File: src/rtl/keypad_scan_ctrl.sv
// keypad_scan_ctrl: 4x4 keypad column scan, row debounce and key decode.
// Define KEYPAD_REPEAT_EN to re-pulse key_valid every REPEAT_TICKS ticks while a key is held.
module keypad_scan_ctrl #(
  parameter int SCAN_DIV     = 1000,
  parameter int DEBOUNCE_CNT = 5,
  parameter int REPEAT_TICKS = 200
) (
  input  logic       clk,
  input  logic       rst_n,
  input  logic [3:0] row_in,
  output logic [3:0] col_shift_reg,
  output logic [3:0] key_value,
  output logic       key_valid,
  output logic       key_pressed
);
  localparam int DW = $clog2(SCAN_DIV);
  localparam int CW = $clog2(DEBOUNCE_CNT + 1);
  // codes indexed by {column position, row position}, position 0 = bit 3
  localparam logic [63:0] LUT = 64'hDF0EC987B654A321;
  typedef enum logic [1:0] {SCAN, DEBOUNCE, PRESSED, RELEASE} state_t;
  state_t state;
  logic [3:0] row_m, row_s, row_cap, rot, code;
  logic [DW-1:0] div;
  logic [CW-1:0] cnt, cnt_inc;
  logic tick, one_hot, cnt_done;
`ifdef KEYPAD_REPEAT_EN
  localparam int RW = $clog2(REPEAT_TICKS + 1);
  logic [RW-1:0] rep;
  logic rep_done;
  assign rep_done = rep == RW'(REPEAT_TICKS - 1);
`endif
  function automatic logic [1:0] pos(input logic [3:0] v);
    return v[3] ? 2'd0 : v[2] ? 2'd1 : v[1] ? 2'd2 : 2'd3;
  endfunction
  assign tick     = div == DW'(SCAN_DIV - 1);
  assign one_hot  = row_s != 4'h0 && (row_s & (row_s - 4'h1)) == 4'h0;
  assign cnt_inc  = cnt == CW'(DEBOUNCE_CNT) ? cnt : cnt + 1'b1;
  assign cnt_done = cnt_inc == CW'(DEBOUNCE_CNT);
  assign rot      = {col_shift_reg[0], col_shift_reg[3:1]};
  assign code     = LUT[{pos(col_shift_reg), pos(row_cap), 2'b00} +: 4];
  always_ff @(posedge clk or negedge rst_n)
    if (!rst_n) begin
      state         <= SCAN;
      row_m         <= '0;
      row_s         <= '0;
      row_cap       <= '0;
      div           <= '0;
      cnt           <= '0;
      col_shift_reg <= 4'b1000;
      key_value     <= '0;
      key_valid     <= 1'b0;
      key_pressed   <= 1'b0;
`ifdef KEYPAD_REPEAT_EN
      rep           <= '0;
`endif
    end else begin
      row_m     <= row_in;
      row_s     <= row_m;
      div       <= tick ? '0 : div + 1'b1;
      key_valid <= 1'b0;
      if (tick)
        case (state)
          SCAN:
            if (one_hot) begin
              row_cap <= row_s;
              cnt     <= '0;
              state   <= DEBOUNCE;
            end else
              col_shift_reg <= rot;
          DEBOUNCE:
            if (row_s != row_cap) begin
              col_shift_reg <= rot;
              state         <= SCAN;
            end else begin
              cnt <= cnt_inc;
              if (cnt_done) begin
                key_value   <= code;
                key_valid   <= 1'b1;
                key_pressed <= 1'b1;
                state       <= PRESSED;
`ifdef KEYPAD_REPEAT_EN
                rep         <= '0;
`endif
              end
            end
          PRESSED:
            if (row_s == 4'h0) begin
              cnt   <= '0;
              state <= RELEASE;
            end
`ifdef KEYPAD_REPEAT_EN
            else begin
              rep       <= rep_done ? '0 : rep + 1'b1;
              key_valid <= rep_done;
            end
`endif
          RELEASE:
            if (row_s != 4'h0) begin
              state <= PRESSED;
`ifdef KEYPAD_REPEAT_EN
              rep   <= '0;
`endif
            end else begin
              cnt <= cnt_inc;
              if (cnt_done) begin
                key_pressed   <= 1'b0;
                col_shift_reg <= rot;
                state         <= SCAN;
              end
            end
        endcase
    end
endmodule

File: config.mk
export PLATFORM = sky130hd
export DESIGN_NAME = keypad_scan_ctrl
export DESIGN_NICKNAME = d
export VERILOG_FILES = /design/src/rtl/keypad_scan_ctrl.sv
export SDC_FILE = /design/constraint.sdc
export NUM_CORES = 1
export LEC_CHECK = 0
export BUFFER_PORTS_ARGS = -buffer_cell sky130_fd_sc_hd__buf_4
export CORE_UTILIZATION = 40
export CTS_CLUSTER_DIAMETER = 60
export DETAILED_ROUTE_END_ITERATION = 7
export PLACE_DENSITY = 0.61
export SLEW_MARGIN = 25
export SYNTH_ARGS = -nofsm -noshare
export SYNTH_HDL_FRONTEND = slang
export SYNTH_SLANG_ARGS = --single-unit
export TNS_END_PERCENT = 100
File: constraint.sdc
create_clock -name clk -period 3.92 [get_ports clk]
set_input_delay 0.392 -clock clk [delete_from_list [all_inputs] [get_ports clk]]
set_output_delay 0.392 -clock clk [all_outputs]
set_load 0.03 [all_outputs]
==> impl_metrics.tcl <==
set metrics [dict create \
    status "finished, final reports clean" \
    setup_tns_ns 0 \
    clkSlewWorstSetupHoldPaths_ns 0.07 \
    avgSynthCellArea_um2 10.8 \
    syn_inst 179 \
    ctsHoldBuffers 0 \
    worstPathArrival_ns 2.48 \
    cts_tree "built" \
    finalPower_w 0.000661 \
    hp-class "in -> async" \
    gp_congestion 0.826 \
    route.detailed.wl_per_inst_um 14.4 \
    place_area_um2 2090 \
    n_fill_cell 414 \
    io_pins 16 \
    r2r_start "div[0]" \
    antenna_left 0 \
    r2r_setup_slack_ns 1.62 \
    grt_pass1_wl_um 5910 \
    initial_core_util 0.430 \
    yosysTopAreaCellShare 0.465 \
    cts_root_buffer "clkbuf_8" \
    drcViolationCount 0 \
    r2r-end "key_value[1]" \
    critical_path.slowest_cell "nor4_2" \
    worst_path_largest_cell_delay_ns 0.59 \
    crit_path_end_kind "flip-flop" \
    final_area_um2 2180 \
    ys_top_cells_by_area "dfrtp_1, ha_1, mux2_2" \
    synth_commonest_cells "dfrtp_1, nor2_1, ha_1, a21oi_1, nand2_1" \
    final_nets 213 \
    syn-cell-area_um2 1940 \
    yosysWarningCount 0 \
    post_cts_buffers 0 \
    drt_pass1_iterations 4 \
    yosysSeqAreaShare 0.479 \
    path_class "reg -> reg" \
    synth_cell_types 46 \
    clk_latency_ns 0.29 \
    post-route-util 0.483 \
    yosys.area_share.simple 0.157 \
    num_rows 24 \
    grt_use_total 0.154 \
    cap_violations 0 \
    ff2ff_path_depth 5 \
    drt_iter0_drc 48 \
    drv_slew 0 \
    finalCritPeriodShare 0.586 \
    vias_per_cell 5.53 \
    synth_ff_type "dfrtp_1" \
    die_x_um 71.6 \
    grt_pass1_vias 1283 \
    synth_top_family_by_area "simple AND/OR/NAND/NOR gates" \
    async_reset_ff_frac 1.00 \
    clock_sinks 37 \
    postCtsResizedCells 0 \
    die_h_um 71.6 \
    yosysTopAreaCell "dfrtp_1" \
    period_needed_ns 2.30 \
    grt_remaining_overflow 0 \
    tightest_slew_ns 0.737 \
    clock_skew_ns 0.00784 \
    slew_headroom 0.504 \
    cts_max_level 2 \
    largest_register_ff_count 10 \
    pwr_density_cell_nw_per_um2 304 \
    leakage_nw 1.05 \
    hold_slack_ns 0.0523 \
    synth_most_common_cell "dfrtp_1" \
    rsz0062_at_grt "no" \
    wirelength_um 3590 \
    numCtsBuffers 5 \
    vias 1376 \
    synth_edf_count 0 \
    synth-xor-area-share 0.0498 \
    antenna_found_initial 0 \
    antenna_cells 0 \
    muxShareOfSynthArea 0.0756 \
    cp-endpoint "key_value[1]" \
    finalHoldViolations 0 \
    io_buffer_count 15 \
    cts_buffer_depth 2 \
    startpoint_type "flip-flop" \
    drive_gt1_frac 0.203 \
    synth-compound-area-share 0.140 \
    max_freq_mhz 435 \
    ys_seq_elements 37 \
    crit_start "div[0]" \
    synth_fp_nets 196 \
    grt_start_max_net_pins 38 \
    cp_max_fo 7 \
    die-area_um2 5120 \
    synth_fa_ha_area_frac 0.0711 \
    top_register "div" \
    path_cells "ha_1 -> nand4_2 -> nor4_2 -> o2111ai_1 -> mux2_2" \
    required_ns 4.10 \
    hpwl_um 2720 \
    irDropWorstVdd_v 0.000204 \
    syn2layout_area_growth_pct 12.5 \
    setup_violations 0 \
    coreArea_um2 4500 \
]
cell usage in the layout, fill, tap and decap left out, types with 5 or more instances in the layout:
| master | instances |
|---|---|
| clkbuf_8 | 5 |
| nor2b_1 | 5 |
| buf_4 | 15 |
| dfrtp_1 | 36 |
| a21oi_1 | 10 |
| inv_1 | 9 |
| o21ai_0 | 5 |
| mux2_2 | 9 |
| nand3_1 | 6 |
| xor2_1 | 8 |
| ha_1 | 11 |
| nand2_1 | 10 |
| nor2_1 | 16 |
through the flow:
| step | setup slack [ns] | std cells |
|---|---|---|
| 2_1_floorplan | 1.83 | 179 |
| 3_3_place_gp | 1.72 | 241 |
| 3_5_place_dp | 1.62 | 241 |
| 4_1_cts | 1.61 | 249 |
| 5_1_grt | 1.43 | 249 |
| 6_report | 1.62 | 249 |
cell families (layout without fill, tap and decap cells):
| kind of cell | Yosys count | count (layout) |
|---|---|---|
| adder cells (fa/ha/maj) | 11 | 11 |
| flip-flops | 37 | 37 |
| multiplexers | 13 | 13 |
| AND/OR/NAND/NOR | 56 | 56 |
| AO/OA/AOI/OAI | 37 | 37 |
| XOR/XNOR | 11 | 11 |
| buffers and inverters | 14 | 32 |
how the worst min path moves through the flow:
stage                     slack (ns)  startpoint            to  depth (start not counted)
after global placement          0.34    row_m[1]      row_s[1]                          0
final                           0.05       rst_n        cnt[2]                          1
after CTS                       0.06       rst_n  key_value[1]                          1
after floorplan                  0.1       rst_n        cnt[0]                          0
after detailed placement        0.33    row_m[1]      row_s[1]                          0
after global routing            0.08       rst_n  key_value[1]                          1
final cells by class:
| cell class | count | area [µm²] | share of cell area |
|---|---|---|---|
| clock inverter | 2 | 10.0 | 0.00460 |
| sequential | 37 | 927 | 0.426 |
| inverter | 9 | 33.8 | 0.0155 |
| tap | 52 | 65.1 | 0.0299 |
| clock buffer | 6 | 72.6 | 0.0333 |
| multi-input combinational | 128 | 956 | 0.439 |
| timing repair buffer | 15 | 113 | 0.0517 |
worst max-delay path: cells and delay by family (launching register included):
family	cells	cell delay, ns
adder cells (fa/ha/maj)	1	0.26
multiplexers	1	0.37
flip-flops	1	0.38
AO/OA/AOI/OAI	1	0.43
AND/OR/NAND/NOR	2	0.75
layer usage:
layer | up-vias | track usage | part of all wire | wire (µm)
li1 | 673 | - | - | -
met1 | 671 | 0.187 | 0.47 | 1700
met2 | 27 | 0.256 | 0.47 | 1700
met3 | 5 | 0.0422 | 0.038 | 135
met4 | 0 | 0.0719 | 0.013 | 48
met5 | - | 0 | 0 | 0
power by group:
group          switching, W  total (W)  internal, W
clock network      0.000131   0.000254     0.000123
registers        0.00000407   0.000390     0.000386
logic             0.0000109  0.0000173   0.00000638
total              0.000146   0.000661     0.000515
Note: power is estimated with default switching activity, not from simulation.
